File: config.mk
export PLATFORM = sky130hd
export DESIGN_NAME = lcd_block_sprite_ctrl
export DESIGN_NICKNAME = d
export VERILOG_FILES = /design/src/rtl/lcd_block_pkg.sv /design/src/rtl/lcd_key_debounce.sv /design/src/rtl/lcd_block_sprite_ctrl.sv
export SDC_FILE = /design/constraint.sdc
export NUM_CORES = 1
export LEC_CHECK = 0
export ABC_AREA = 1
export BUFFER_PORTS_ARGS = -buffer_cell sky130_fd_sc_hd__buf_2
export CAP_MARGIN = 20
export CORE_MARGIN = 10
export CORE_UTILIZATION = 50
export DETAILED_ROUTE_END_ITERATION = 6
export HOLD_SLACK_MARGIN = 0.03
export PLACE_DENSITY = 0.69
export SETUP_SLACK_MARGIN = 0.02
export SLEW_MARGIN = 25
export SYNTH_ARGS = -nofsm -noshare
export SYNTH_HDL_FRONTEND = slang
export SYNTH_SLANG_ARGS = --single-unit
File: constraint.sdc
create_clock -name clk_i -period 1.9 [get_ports clk_i]
set_input_delay 0.095 -clock clk_i [delete_from_list [all_inputs] [get_ports clk_i]]
set_output_delay 0.095 -clock clk_i [all_outputs]
set_load 0.02 [all_outputs]
File: src/rtl/lcd_block_pkg.sv
// Shared types and constants for the LCD block sprite controller.
// States, the CLEAR/DRAW phase type, LCD command bytes and the payload pattern helper.
package lcd_block_pkg;

    typedef enum logic [2:0] {
        INIT,
        IDLE,
        SET_Y,
        SET_X,
        WR_BYTE,
        NEXT_ROW,
        DONE
    } state_e;

    typedef enum logic {
        PH_CLEAR,
        PH_DRAW
    } phase_e;

    localparam logic [7:0] CMD_FUNC_SET = 8'h30;
    localparam logic [7:0] CMD_ENTRY    = 8'h06;
    localparam logic [7:0] CMD_DISPLAY  = 8'h0C;
    localparam logic [7:0] CMD_EXT_GFX  = 8'h36;
    localparam logic [7:0] CMD_ADDR     = 8'h80;

    function automatic logic [7:0] initCommand(input logic [1:0] idx);
        logic [7:0] cmd;
        case (idx)
            2'd0:    cmd = CMD_FUNC_SET;
            2'd1:    cmd = CMD_ENTRY;
            2'd2:    cmd = CMD_DISPLAY;
            default: cmd = CMD_EXT_GFX;
        endcase
        return cmd;
    endfunction

    // An odd x straddles two 16-bit words, so the 16-pixel block sits in the middle of four bytes.
    function automatic logic [7:0] payloadByte(input phase_e phase, input logic oddX, input logic [1:0] idx);
        logic [7:0] b;
        if (phase == PH_CLEAR) begin
            b = 8'h00;
        end else if (!oddX) begin
            b = 8'hFF;
        end else begin
            b = (idx == 2'd1 || idx == 2'd2) ? 8'hFF : 8'h00;
        end
        return b;
    endfunction

endpackage

File: src/rtl/lcd_key_debounce.sv
// Debouncer for one active-low asynchronous key: synchronised level plus one-clk press strobe.
// With LCD_BLOCK_AUTOREPEAT_EN defined, a long hold also emits repeat strobes.
module lcd_key_debounce #(
    parameter int DEBOUNCE_BITS = 20
) (
    input  logic clk_i,
    input  logic rst_i,
    input  logic keyN_i,
    output logic pressed_o,
    output logic strobe_o
);

    localparam int CW = DEBOUNCE_BITS + 1;
    localparam logic [CW-1:0] PRESS_MAX = CW'(1) << DEBOUNCE_BITS;

    logic [1:0]    sync_q;
    logic [CW-1:0] cnt_q, cnt_d;
    logic          strobe_q, strobe_d;
    logic          keyLow;
    logic          repeatHit;

    assign keyLow    = ~sync_q[1];
    assign pressed_o = (cnt_q == PRESS_MAX);
    assign strobe_o  = strobe_q;

`ifdef LCD_BLOCK_AUTOREPEAT_EN
    localparam int RW = DEBOUNCE_BITS + 4;
    localparam logic [RW-1:0] REP_FIRST  = RW'(1) << (DEBOUNCE_BITS + 3);
    localparam logic [RW-1:0] REP_PERIOD = RW'(1) << (DEBOUNCE_BITS + 2);

    logic [RW-1:0] rep_q, rep_d;

    // Reloading below the first threshold makes every later repeat one period apart.
    always_comb begin
        rep_d     = rep_q;
        repeatHit = 1'b0;
        if (!keyLow || !pressed_o) begin
            rep_d = '0;
        end else if (rep_q == REP_FIRST - 1'b1) begin
            rep_d     = REP_FIRST - REP_PERIOD;
            repeatHit = 1'b1;
        end else begin
            rep_d = rep_q + 1'b1;
        end
    end

    always_ff @(posedge clk_i) begin
        if (rst_i) rep_q <= '0;
        else       rep_q <= rep_d;
    end
`else
    assign repeatHit = 1'b0;
`endif

    // The counter saturates at the press threshold so a long hold never re-triggers by wrapping.
    always_comb begin
        cnt_d    = cnt_q;
        strobe_d = repeatHit;
        if (!keyLow) begin
            cnt_d = '0;
        end else if (cnt_q != PRESS_MAX) begin
            cnt_d = cnt_q + 1'b1;
            if (cnt_q == PRESS_MAX - 1'b1) strobe_d = 1'b1;
        end
    end

    always_ff @(posedge clk_i) begin
        if (rst_i) begin
            sync_q   <= 2'b11;
            cnt_q    <= '0;
            strobe_q <= 1'b0;
        end else begin
            sync_q   <= {sync_q[0], keyN_i};
            cnt_q    <= cnt_d;
            strobe_q <= strobe_d;
        end
    end

endmodule

File: src/rtl/lcd_block_sprite_ctrl.sv
// Moves a 16-pixel-wide block around a 128x64 graphic LCD from four keys, redrawing over a slow byte bus.
// Optional LCD_BLOCK_AUTOREPEAT_EN adds key auto-repeat inside the debouncers.
module lcd_block_sprite_ctrl
    import lcd_block_pkg::*;
#(
    parameter int CLK_DIV       = 2499,
    parameter int DEBOUNCE_BITS = 20,
    parameter int BLK_ROWS      = 16,
    parameter int STEP_Y        = 4,
    parameter int INIT_X        = 7,
    parameter int INIT_Y        = 24
) (
    input  logic       clk_i,
    input  logic       rst_i,
    input  logic       up_i,
    input  logic       down_i,
    input  logic       left_i,
    input  logic       right_i,
    output logic       rs_o,
    output logic       rw_o,
    output logic       en_o,
    output logic [7:0] data_o,
    output logic       busy_o,
    output logic [3:0] pos_x_o,
    output logic [5:0] pos_y_o
);

    localparam int STEP_LEN = 2 * (CLK_DIV + 1);
    localparam int DW       = $clog2(STEP_LEN);

    state_e        state_q, state_d;
    phase_e        phase_q, phase_d;
    logic [DW-1:0] div_q, div_d;
    logic [1:0]    initIdx_q, initIdx_d;
    logic [4:0]    rowIdx_q, rowIdx_d;
    logic [1:0]    byteIdx_q, byteIdx_d;
    logic          rs_q, rs_d;
    logic [7:0]    data_q, data_d;
    logic          byteValid_q, byteValid_d;
    logic [3:0]    posX_q, posX_d, drawX_q, drawX_d;
    logic [5:0]    posY_q, posY_d, drawY_q, drawY_d;

    logic [3:0] keysN, lvl, stb;
    logic       tick;
    logic [5:0] row;

    assign keysN = {up_i, down_i, left_i, right_i};

    for (genvar k = 0; k < 4; k++) begin : g_key
        lcd_key_debounce #(.DEBOUNCE_BITS(DEBOUNCE_BITS)) u_debounce (
            .clk_i    (clk_i),
            .rst_i    (rst_i),
            .keyN_i   (keysN[k]),
            .pressed_o(lvl[k]),
            .strobe_o (stb[k])
        );
    end

    assign tick    = (div_q == DW'(STEP_LEN - 1));
    assign div_d   = tick ? '0 : div_q + 1'b1;
    assign row     = drawY_q + {1'b0, rowIdx_q};
    assign rs_o    = rs_q;
    assign rw_o    = 1'b0;
    assign en_o    = byteValid_q && (div_q > DW'(CLK_DIV));
    assign data_o  = data_q;
    assign busy_o  = (state_q != IDLE);
    assign pos_x_o = posX_q;
    assign pos_y_o = posY_q;

    // A press is cancelled by its opposite key being held, which also covers both strobing together.
    always_comb begin
        state_d     = state_q;
        phase_d     = phase_q;
        initIdx_d   = initIdx_q;
        rowIdx_d    = rowIdx_q;
        byteIdx_d   = byteIdx_q;
        rs_d        = rs_q;
        data_d      = data_q;
        byteValid_d = byteValid_q;
        posX_d      = posX_q;
        posY_d      = posY_q;
        drawX_d     = drawX_q;
        drawY_d     = drawY_q;

        if (state_q == IDLE && stb != 4'b0000) begin
            if (stb[3] && !lvl[2]) posY_d = posY_q - 6'(STEP_Y);
            if (stb[2] && !lvl[3]) posY_d = posY_q + 6'(STEP_Y);
            if (stb[1] && !lvl[0]) posX_d = (posX_q == 4'd0) ? 4'd14 : posX_q - 4'd1;
            if (stb[0] && !lvl[1]) posX_d = (posX_q == 4'd14) ? 4'd0 : posX_q + 4'd1;
            drawX_d  = posX_q;
            drawY_d  = posY_q;
            phase_d  = PH_CLEAR;
            rowIdx_d = '0;
            state_d  = SET_Y;
        end

        // Everything below advances once per LCD step; steps that carry no byte leave en low.
        if (tick) begin
            byteValid_d = 1'b0;
            rs_d        = 1'b0;
            data_d      = 8'h00;
            case (state_q)
                INIT: begin
                    byteValid_d = 1'b1;
                    data_d      = initCommand(initIdx_q);
                    if (initIdx_q == 2'd3) begin
                        phase_d  = PH_DRAW;
                        rowIdx_d = '0;
                        state_d  = SET_Y;
                    end else begin
                        initIdx_d = initIdx_q + 2'd1;
                    end
                end
                SET_Y: begin
                    byteValid_d = 1'b1;
                    data_d      = CMD_ADDR | {3'b000, row[4:0]};
                    state_d     = SET_X;
                end
                SET_X: begin
                    byteValid_d = 1'b1;
                    data_d      = CMD_ADDR | {4'b0000, row[5], drawX_q[3:1]};
                    byteIdx_d   = '0;
                    state_d     = WR_BYTE;
                end
                WR_BYTE: begin
                    byteValid_d = 1'b1;
                    rs_d        = 1'b1;
                    data_d      = payloadByte(phase_q, drawX_q[0], byteIdx_q);
                    if (byteIdx_q == (drawX_q[0] ? 2'd3 : 2'd1)) state_d = NEXT_ROW;
                    else                                          byteIdx_d = byteIdx_q + 2'd1;
                end
                NEXT_ROW: begin
                    if (rowIdx_q == 5'(BLK_ROWS - 1)) begin
                        state_d = DONE;
                    end else begin
                        rowIdx_d = rowIdx_q + 5'd1;
                        state_d  = SET_Y;
                    end
                end
                DONE: begin
                    if (phase_q == PH_CLEAR) begin
                        phase_d  = PH_DRAW;
                        drawX_d  = posX_q;
                        drawY_d  = posY_q;
                        rowIdx_d = '0;
                        state_d  = SET_Y;
                    end else begin
                        state_d = IDLE;
                    end
                end
                default: ;
            endcase
        end
    end

    always_ff @(posedge clk_i) begin
        if (rst_i) begin
            state_q     <= INIT;
            phase_q     <= PH_DRAW;
            div_q       <= '0;
            initIdx_q   <= '0;
            rowIdx_q    <= '0;
            byteIdx_q   <= '0;
            rs_q        <= 1'b0;
            data_q      <= 8'h00;
            byteValid_q <= 1'b0;
            posX_q      <= 4'(INIT_X);
            posY_q      <= 6'(INIT_Y);
            drawX_q     <= 4'(INIT_X);
            drawY_q     <= 6'(INIT_Y);
        end else begin
            state_q     <= state_d;
            phase_q     <= phase_d;
            div_q       <= div_d;
            initIdx_q   <= initIdx_d;
            rowIdx_q    <= rowIdx_d;
            byteIdx_q   <= byteIdx_d;
            rs_q        <= rs_d;
            data_q      <= data_d;
            byteValid_q <= byteValid_d;
            posX_q      <= posX_d;
            posY_q      <= posY_d;
            drawX_q     <= drawX_d;
            drawY_q     <= drawY_d;
        end
    end

endmodule

==> results of run 1 <==
[power by group]
part           total [mW]  switching, mW  internal (mW)
clock                3.12           1.26           1.86
sequential           3.17         0.0111           3.16
combinational       0.127         0.0762         0.0511
total                6.42           1.35           5.07
[worst reg2reg max path, delay by kind of cell (launching register included)]
kind / cells / cell delay (ns)
buffers and inverters: 2 / 0.12
and+or+nand+nor: 10 / 0.70
DFF: 1 / 0.32
AOI/OAI and AO/OA: 2 / 0.30
adders and majority gates: 2 / 0.33
[registers in the layout, indices dropped and copies added, names as in the netlist]
signal                     count
drawX_q                        4
byteValid_q                    1
g_key.u_debounce.strobe_o      4
pos_y_o                        4
state_q                        3
div_q                         13
g_key.u_debounce.sync_q        8
g_key.u_debounce.cnt_q        84
pos_x_o                        4
drawY_q                        6
rowIdx_q                       5
byteIdx_q                      2
initIdx_q                      2
data_o                         8
phase_q                        1
rs_o                           1
[worst max-delay path by stage]
stage / startpoint / to / slack [ns]
global placement: g_key[3].u_debounce.cnt_q[7]$_SDFFE_PP0N_ / pos_y_o[5]$_SDFFE_PP0P_ / -0.02
detailed placement: g_key[3].u_debounce.cnt_q[8]$_SDFFE_PP0N_ / pos_y_o[5]$_SDFFE_PP0P_ / -0.06
CTS: g_key[3].u_debounce.cnt_q[0]$_SDFFE_PP0N_ / pos_y_o[5]$_SDFFE_PP0P_ / 0.02
global route: g_key[3].u_debounce.cnt_q[0]$_SDFFE_PP0N_ / pos_y_o[5]$_SDFFE_PP0P_ / -0.14
floorplan: g_key[3].u_debounce.cnt_q[0]$_SDFFE_PP0N_ / pos_y_o[5]$_SDFFE_PP0P_ / 0.008
finish: g_key[3].u_debounce.cnt_q[0]$_SDFFE_PP0N_ / pos_y_o[5]$_SDFFE_PP0P_ / 0.02
[timing repair]
item / 4_1_cts / 5_1_grt
resized for setup: 7 / 26
pin swaps: 10 / 16
hold buffers: 4 / 0
endpoints found under the hold margin: 4 / 0
buffers inserted: 4 / 5
endpoints found under the setup margin: 1 / 33
[cells by family (layout without fill, tap and decap cells)]
kind of cell	after synthesis	in the layout	synth area share
AOI/OAI and AO/OA	175	175	0.122
xor gates and xnor gates	20	20	0.0224
and+or+nand+nor	533	533	0.333
adders and majority gates	27	27	0.0452
DFF	150	150	0.384
buffers and inverters	180	267	0.0916
other	1	3	0.000480
[layout by cell type (no fill, tap or decap), types with 29 or more instances in the layout]
master and instances:
nor2_1 117, inv_1 145, a21oi_1 77, nor3_1 29, nand3_1 81, buf_4 46, o21ai_0 64, nand2_1 177
nand4_1 32, dfxtp_1 142
[metrics by stage]
stage,instance area [um2],hold slack (ns),total power [mW],TNS [ns],cells
final,9180,0.140,6.42,0,1386
after global routing,9180,0.161,6.65,-0.140,1386
after CTS,9060,0.150,6.49,0,1381
after detailed placement,8410,0.279,3.35,-0.0635,1342
after global placement,8410,0.279,3.35,-0.0239,1342
after floorplan,7860,0.199,3.32,0,1088
[metal layers]
layer,share of wire,up-vias,track usage
li1,-,3729,-
met1,0.48,3126,0.199
met2,0.47,105,0.267
met3,0.040,28,0.0407
met4,0.017,0,0.0531
met5,0,-,0
[area by class of cell]
| type | count | area [um2] |
|---|---|---|
| tap | 211 | 264 |
| timing repair buffer | 74 | 512 |
| multi-input combinational | 758 | 4220 |
| clock buffer | 24 | 512 |
| clock inverter | 7 | 45.0 |
| fill | 1410 | 6080 |
| sequential | 150 | 3020 |
| inverter | 162 | 608 |
==> flow_metrics.tcl, run 1 <==
set metrics [dict create \
    critPathMostFrequentCell "nand2_1" \
    drt-total-wl_mm 17.0 \
    die-area_mm2 0.0210 \
    syn_inst 1086 \
    tritoncts "done" \
    io_buffers 24 \
    synth_edf_count 0 \
    cp.depth 16 \
    cp_max_fo 4 \
    drcViolationCount 0 \
    cp.arrival_ns 2.20 \
    row_count 45 \
    rrSetupSlack_ns 0.02 \
    criticalPathCategory "flip-flop to flip-flop" \
    hp-start "rst_i" \
    nets 1196 \
    r2r_cells 16 \
    drv_cap 0 \
    finalCritPeriodShare 0.989 \
    routabilityCongestion 0.878 \
    initial_core_util 0.512 \
    synth_commonest_cells "183 x nand2_1, 150 x dfxtp_1, 148 x inv_1" \
    end_kind "flip-flop" \
    vdd_drop_max_uv 629 \
    synthDominantCellAreaShare 0.384 \
    min_to "g_key[2].u_debounce.sync_q[0]$_SDFF_PP1_" \
    synth_area_leaders "dfxtp_1 38%, nand2_1 8.8%, inv_1 7.1%" \
    max_freq_mhz 532 \
    clock-root-buffer "clkbuf_16" \
    ys_ff_latch 150 \
    antenna_found_initial 0 \
    dp_slack_ns -0.0635 \
    yosysSeqAreaShare 0.384 \
    fp.coreArea_mm2 0.0153 \
    avgSynthCellArea_um2 7.19 \
    setup_viol 0 \
    leakage_nw 3.68 \
    fin_ws_ns 0.0205 \
    critPathSlowestCell "dfxtp_2" \
    start_kind "flip-flop" \
    drtIter0Drc 409 \
    cpLargestDelayFamily "simple AND/OR/NAND/NOR gates" \
    htreeDepth 4 \
    status "completed" \
    numCtsBuffers 17 \
    die_width_um 145 \
    yosysUniqueCellTypes 52 \
    via_count 6988 \
    fin_util 0.601 \
    n_antenna_cell 0 \
    required_ns 2.22 \
    worstReg2RegEnd "pos_y_o[5]$_SDFFE_PP0P_" \
    grt_pass1_vias 6522 \
    grt_pass1_wl_mm 29.4 \
    holdCritPathClass "input pin to flip-flop" \
    insertion_delay_ns 0.42 \
    synth_most_common_cell "nand2_1" \
    rsz0062_at_grt "yes" \
    synth_top_flop_cell "dfxtp_1" \
    path_clk_slew_ns 0.06 \
    netlist_area_mm2 0.00781 \
    hold_violations 0 \
    fin_skew_ns 0.00786 \
    holdPathStages 2 \
    final_max_slew_viol_count 0 \
    grt_max_degree 21 \
    p_per_area_mw_per_mm2 700 \
    crit_buf_inv 2 \
    period_needed_ns 1.88 \
    synth_warnings 0 \
    viasPerCell 5.04 \
    grtUsageTotal 0.161 \
    dp_hpwl_mm 12.4 \
    clock_sinks 150 \
    grt_overflow 0 \
    die_y_um 145 \
    slowest_delay_ns 0.32 \
    drtAntennaViolNets 0 \
    wl_per_cell_um 12.3 \
    crit_chain "inv_2, ha_4, nand2_4, nor2_4, nand3_2, nand2_4, ha_4, a21o_1, a21oi_2, inv_1, nand2_1, nand2_1, nor2_2, nand2_1, nand2_1, nor2_1" \
    pin_count 28 \
    async_flop_share 0 \
    area_delta_synth_final_pct 17.5 \
    clk_path_buf_depth 2 \
    reg2reg_from "g_key[3].u_debounce.cnt_q[0]$_SDFFE_PP0N_" \
    drtPass1Iterations 5 \
    synth_largest_area_cell "dfxtp_1" \
    drive_gt1_frac 0.177 \
]
Power figures use the tool's default switching activity.
==> run 2: changes to the inputs <==
- CELL_PAD_IN_SITES_DETAIL_PLACEMENT: default -> 1
- CELL_PAD_IN_SITES_GLOBAL_PLACEMENT: default -> 1
- CORE_UTILIZATION: 50 -> 41
- PLACE_DENSITY: 0.69 -> 0.76
==> run 2 against run 1 <==
Sequential power about the same; final area up 0.87%; clock power up 12%; wire length up 19%; combinational power about the same; clock skew up 0.0021 ns; first-iteration DRC count down 47%; clock-buffer cell count down 4; setup slack worse by 0.015 ns; register-to-register slack worse by 0.02 ns; fmax down 0.80%.
==> flow_metrics.tcl, run 2 (same netlist as run 1, synthesis figures left out) <==
set metrics [dict create \
    status "completed" \
    finalCritPeriodShare 0.997 \
    required_ns 2.22 \
    nets 1194 \
    routabilityCongestion 0.807 \
    die_width_um 158 \
    final_area_mm2 0.00926 \
    p_int_mw 5.31 \
    viasPerCell 5.14 \
    switchingPower_mw 1.48 \
    p_per_area_mw_per_mm2 734 \
    cp_max_fo 3 \
    die-area_mm2 0.0250 \
    criticalPathCategory "flip-flop to flip-flop" \
    io_buffers 24 \
    via_count 7239 \
    top_regs "g_key.u_debounce.cnt_q x84, div_q x13" \
    n_antenna_cell 0 \
    initial_core_util 0.418 \
    clock_sinks 150 \
    combinationalPowerShare 0.019 \
    globalRouteMet3Util 0.0269 \
    clock-root-buffer "clkbuf_16" \
    reg2reg_from "g_key[3].u_debounce.cnt_q[0]$_SDFFE_PP0N_" \
    numCtsBuffers 17 \
    antenna_found_initial 0 \
    top_register "g_key.u_debounce.cnt_q" \
    hp-start "rst_i" \
    row_count 50 \
    clkPwrFrac 0.514 \
    leakage_nw 3.72 \
    clk_path_buf_depth 2 \
    period_needed_ns 1.89 \
    p_seq_frac 0.467 \
    drtAntennaViolNets 0 \
    pin_count 28 \
    drtPass1Iterations 5 \
    layout_common_cells "180 x nand2_1, 145 x inv_1, 142 x dfxtp_1, 118 x nor2_1, 78 x nand3_1" \
    wl_per_cell_um 14.3 \
    drt-total-wl_mm 20.2 \
    drive_gt1_frac 0.175 \
    grt_pass1_wl_mm 34.3 \
    use_met1 0.202 \
    grt_max_degree 19 \
    place_inst 1371 \
    drv_cap 0 \
    insertion_delay_ns 0.43 \
    cp.arrival_ns 2.21 \
    fin_skew_ns 0.0100 \
    hold_violations 0 \
    final_max_slew_viol_count 0 \
    worst_setup_path_startpoint "g_key[3].u_debounce.cnt_q[0]$_SDFFE_PP0N_" \
    htreeDepth 4 \
    drtIter0Drc 215 \
    grt_pass1_vias 7264 \
    start_kind "flip-flop" \
    setup_viol 0 \
    vdd_drop_max_uv 618 \
    fp.coreArea_mm2 0.0187 \
    dp_hpwl_mm 15.3 \
    p_sw_frac 0.218 \
    fillers 2400 \
    dpl_cell_area_mm2 0.00849 \
    fin_util 0.495 \
    path_clk_slew_ns 0.06 \
    rsz0062_at_grt "yes" \
    tritoncts "done" \
    dp_slack_ns -0.116 \
    holdCritPathClass "input pin to flip-flop" \
    drcViolationCount 0 \
    die_y_um 158 \
    fin_hold_ws_ns 0.0565 \
    busiest_layer "met2" \
    grtUsageTotal 0.166 \
    area_delta_synth_final_pct 18.5 \
    fin_ws_ns 0.00535 \
    final_common_cell "nand2_1" \
    max_freq_mhz 528 \
    grtUsageMet2 0.292 \
    largest_reg_flops 84 \
    fin_cells 1408 \
    grt_overflow 0 \
    end_kind "flip-flop" \
]
-- run 2: changes by cell type in the layout (fill, tap and decap cells not counted), moves of 3 or more --
cell / delta
nand3_1: -3
nand2_2: -3
nand2_1: +3
clkinvlp_4: -3
clkbuf_8: -5
bufinv_16: +3
clkinv_4: +3
-- run 2: worst paths after layout --
| kind | depth (start not counted) | slack (ns) | to |
|---|---|---|---|
| max | 16 | 0.005 | pos_y_o[5]$_SDFFE_PP0P_ |
| min | 2 | 0.06 | g_key[3].u_debounce.sync_q[0]$_SDFF_PP1_ |
| max reg2reg | 16 | 0.005 | pos_y_o[5]$_SDFFE_PP0P_ |
| min reg2reg | 1 | 0.41 | g_key[3].u_debounce.sync_q[1]$_SDFF_PP1_ |
-- run 2: per-stage QoR --
step / TNS (ns) / total power [mW]
after floorplan: 0 / 3.32
after global placement: -0.0613 / 3.35
after detailed placement: -0.116 / 3.36
after CTS: -0.0253 / 6.86
after global routing: -0.200 / 7.02
final: 0 / 6.79
-- run 2: power groups by stage --
stage	registers [mW]	logic, mW	clock network (mW)
2_1_floorplan	3.24	0.0831	0
3_3_place_gp	3.24	0.116	0
3_5_place_dp	3.24	0.119	0
4_1_cts	3.17	0.129	3.56
5_1_grt	3.17	0.147	3.70
6_report	3.17	0.129	3.49
-- run 2: area by class of cell --
| class | count | area (um2) | area share |
|---|---|---|---|
| tap | 234 | 293 | 0.0316 |
| clock inverter | 12 | 153 | 0.0165 |
| sequential | 150 | 3020 | 0.326 |
| clock buffer | 20 | 447 | 0.0483 |
| multi-input combinational | 758 | 4240 | 0.458 |
| timing repair buffer | 72 | 497 | 0.0537 |
| inverter | 162 | 608 | 0.0657 |
-- run 2: worst max-delay path, cell delays in order (launching register included) --
cell     delay, ns
dfxtp_2       0.32
inv_2         0.07
ha_4          0.13
nand2_2       0.05
nor2_4        0.12
nand3_4       0.10
nand2_4       0.09
ha_4          0.19
a21o_1        0.16
a21oi_2       0.14
inv_1         0.05
nand2_1       0.06
nand2_1       0.05
nor2_2        0.10
nand2_1       0.06
nand2_1       0.05
nor2_1        0.03
-- run 2: what timing repair did --
item	in CTS	in global routing
pin swaps	10	10
setup buffers	1	0
endpoints found under the setup margin	2	18
cloned	0	0
hold buffers	4	0
endpoints found under the hold margin	4	0
resized for setup	8	26
-- run 2: layer usage --
metal,vias up,wire (um)
met1,3434,9430
met3,20,452
li1,3714,-
met5,-,0
met2,71,10100
met4,0,245
==> run 3: changes to the inputs <==
- CORE_UTILIZATION: 41 -> 49
- CTS_BUF_LIST: default -> sky130_fd_sc_hd__clkbuf_8 sky130_fd_sc_hd__clkbuf_16
- PLACE_DENSITY: 0.76 -> 0.85
- clock period: 1.9 -> 2.42 ns (I/O delays scaled with it)
==> run 3 against run 2 <==
Clock skew rose by 0.0021 ns; largest cell class unchanged; core utilization is 6.7 points higher; final area shrank 4.3%; highest routed layer unchanged; power shrank 19%.
==> flow_metrics.tcl, run 3 (same netlist as run 1, synthesis figures left out) <==
set metrics [dict create \
    critPathSlowestCell "dfxtp_1" \
    end_kind "flip-flop" \
    setup_viol 0 \
    die_width_um 146 \
    status "completed" \
    max_freq_mhz 451 \
    hp-start "rst_i" \
    dp_hpwl_mm 14.9 \
    leakage_nw 3.50 \
    die_y_um 146 \
    reg2reg_from "g_key[3].u_debounce.cnt_q[0]$_SDFFE_PP0N_" \
    clock-root-buffer "clkbuf_16" \
    power_mw 5.51 \
    htreeDepth 4 \
    die-area_mm2 0.0214 \
    r2r_cells 16 \
    initial_core_util 0.495 \
    cp.arrival_ns 2.55 \
    final_max_slew_viol_count 0 \
    holdCritPathClass "input pin to flip-flop" \
    period_needed_ns 2.22 \
    insertion_delay_ns 0.43 \
    drtAntennaViolNets 0 \
    row_count 46 \
    relSlewSlack 0.543 \
    cpLargestDelayFamily "simple AND/OR/NAND/NOR gates" \
    finalCritPeriodShare 0.917 \
    rsz0062_at_grt "no" \
    fillers 2068 \
    dp_slack_ns 0.203 \
    fin_ws_ns 0.201 \
    cp_max_fo 5 \
    layout_common_cells "183 x nand2_1, 150 x dfxtp_1, 148 x inv_1, 123 x nor2_1, 82 x nand3_1" \
    grt_overflow 0 \
    criticalPathCategory "flip-flop to flip-flop" \
    start_kind "flip-flop" \
    drive_gt1_frac 0.123 \
    cp.depth 16 \
    io_buffers 24 \
    area_delta_synth_final_pct 13.4 \
    final_common_cell "nand2_1" \
    required_ns 2.75 \
    antenna_found_initial 0 \
    nets 1156 \
    path_clk_slew_ns 0.07 \
    fin_skew_ns 0.0121 \
    top_regs "g_key.u_debounce.cnt_q x84, div_q x13" \
    drtIter0Drc 234 \
    drt-total-wl_mm 21.1 \
    drcViolationCount 0 \
    grt_pass1_vias 7606 \
    hold_violations 0 \
    clock_sinks 150 \
    top_register "g_key.u_debounce.cnt_q" \
    via_count 7226 \
    numCtsBuffers 17 \
    wl_per_cell_um 15.6 \
    tritoncts "done" \
    critPathMostFrequentCell "nand2_1" \
    grt_max_degree 21 \
    worst_setup_path_startpoint "g_key[3].u_debounce.cnt_q[0]$_SDFFE_PP0N_" \
    pin_count 28 \
    viasPerCell 5.34 \
    drv_cap 0 \
    vdd_drop_max_uv 533 \
    fin_util 0.562 \
    setup_tns_ns 0 \
    crit_buf_inv 2 \
    cts_setup_buffers 0 \
    grtUsageTotal 0.199 \
    n_antenna_cell 0 \
    clk_path_buf_depth 2 \
    fp.coreArea_mm2 0.0158 \
    drtPass1Iterations 4 \
    holdPathStages 2 \
    slowest_delay_ns 0.33 \
    grt_pass1_wl_mm 36.1 \
    tightest_slew_ns 0.685 \
    crit_chain "inv_1, ha_1, nand2_1, nor2_4, nand3_4, nand2_4, ha_1, a21o_1, a21oi_1, inv_1, nand2_1, nand2_1, nor2_1, nand2_1, nand2_1, nor2_1" \
    routabilityCongestion 0.859 \
    largest_reg_flops 84 \
    p_per_area_mw_per_mm2 622 \
]
## run 3: cell types whose count changed in the layout (fill, tap and decap cells not counted), sizes merged
cell	before	now
clkinvlp	1	3
clkbuf	20	19
inv	161	162
clkinv	9	6
buf	68	30
bufinv	3	4
## run 3: repair_timing
action	4_1_cts	5_1_grt
endpoints found under the setup margin	0	1
endpoints found under the hold margin	4	0
hold buffers	4	0
resized for setup	0	5
## run 3: path summary, 6_finish.rpt
path | end | slack [ns]
min reg2reg | g_key[2].u_debounce.sync_q[1]$_SDFF_PP1_ | 0.41
max reg2reg | pos_y_o[5]$_SDFFE_PP0P_ | 0.20
min | rowIdx_q[2]$_SDFF_PP0_ | 0.07
max | pos_y_o[5]$_SDFFE_PP0P_ | 0.20
## run 3: area by class of cell
| class | count | area [um2] | share of cell area |
|---|---|---|---|
| tap | 216 | 270 | 0.0305 |
| sequential | 150 | 3000 | 0.339 |
| inverter | 162 | 608 | 0.0686 |
| multi-input combinational | 758 | 4120 | 0.466 |
| timing repair buffer | 34 | 205 | 0.0232 |
| clock inverter | 13 | 195 | 0.0220 |
| clock buffer | 19 | 453 | 0.0511 |
## run 3: per-stage QoR
stage	instance area (um2)	hold WS (ns)	cells
after detailed placement	8150	0.310	1316
after floorplan	7820	0.225	1088
after global routing	8860	0.0834	1352
final	8860	0.0652	1352
after CTS	8830	0.0547	1352
after global placement	8150	0.306	1316
## run 3: layer usage
layer	global-route usage	part of all wire	up-vias
li1	-	-	3647
met1	0.227	0.44	3470
met2	0.364	0.52	77
met3	0.0371	0.024	32
met4	0.0636	0.019	0
met5	0	0	-
## run 3: worst register-to-register path, stage by stage (launching register included)
cell     delay (ns)
dfxtp_1        0.33
inv_1          0.09
ha_1           0.15
nand2_1        0.08
nor2_4         0.16
nand3_4        0.13
nand2_4        0.12
ha_1           0.23
a21o_1         0.18
a21oi_1        0.19
inv_1          0.06
nand2_1        0.06
nand2_1        0.04
nor2_1         0.14
nand2_1        0.06
nand2_1        0.06
nor2_1         0.04
## run 3: where the power goes
part	total [mW]	internal, mW	switching, mW
clock	2.93	1.79	1.14
combinational	0.0916	0.0309	0.0607
sequential	2.49	2.48	0.00761
total	5.51	4.31	1.21
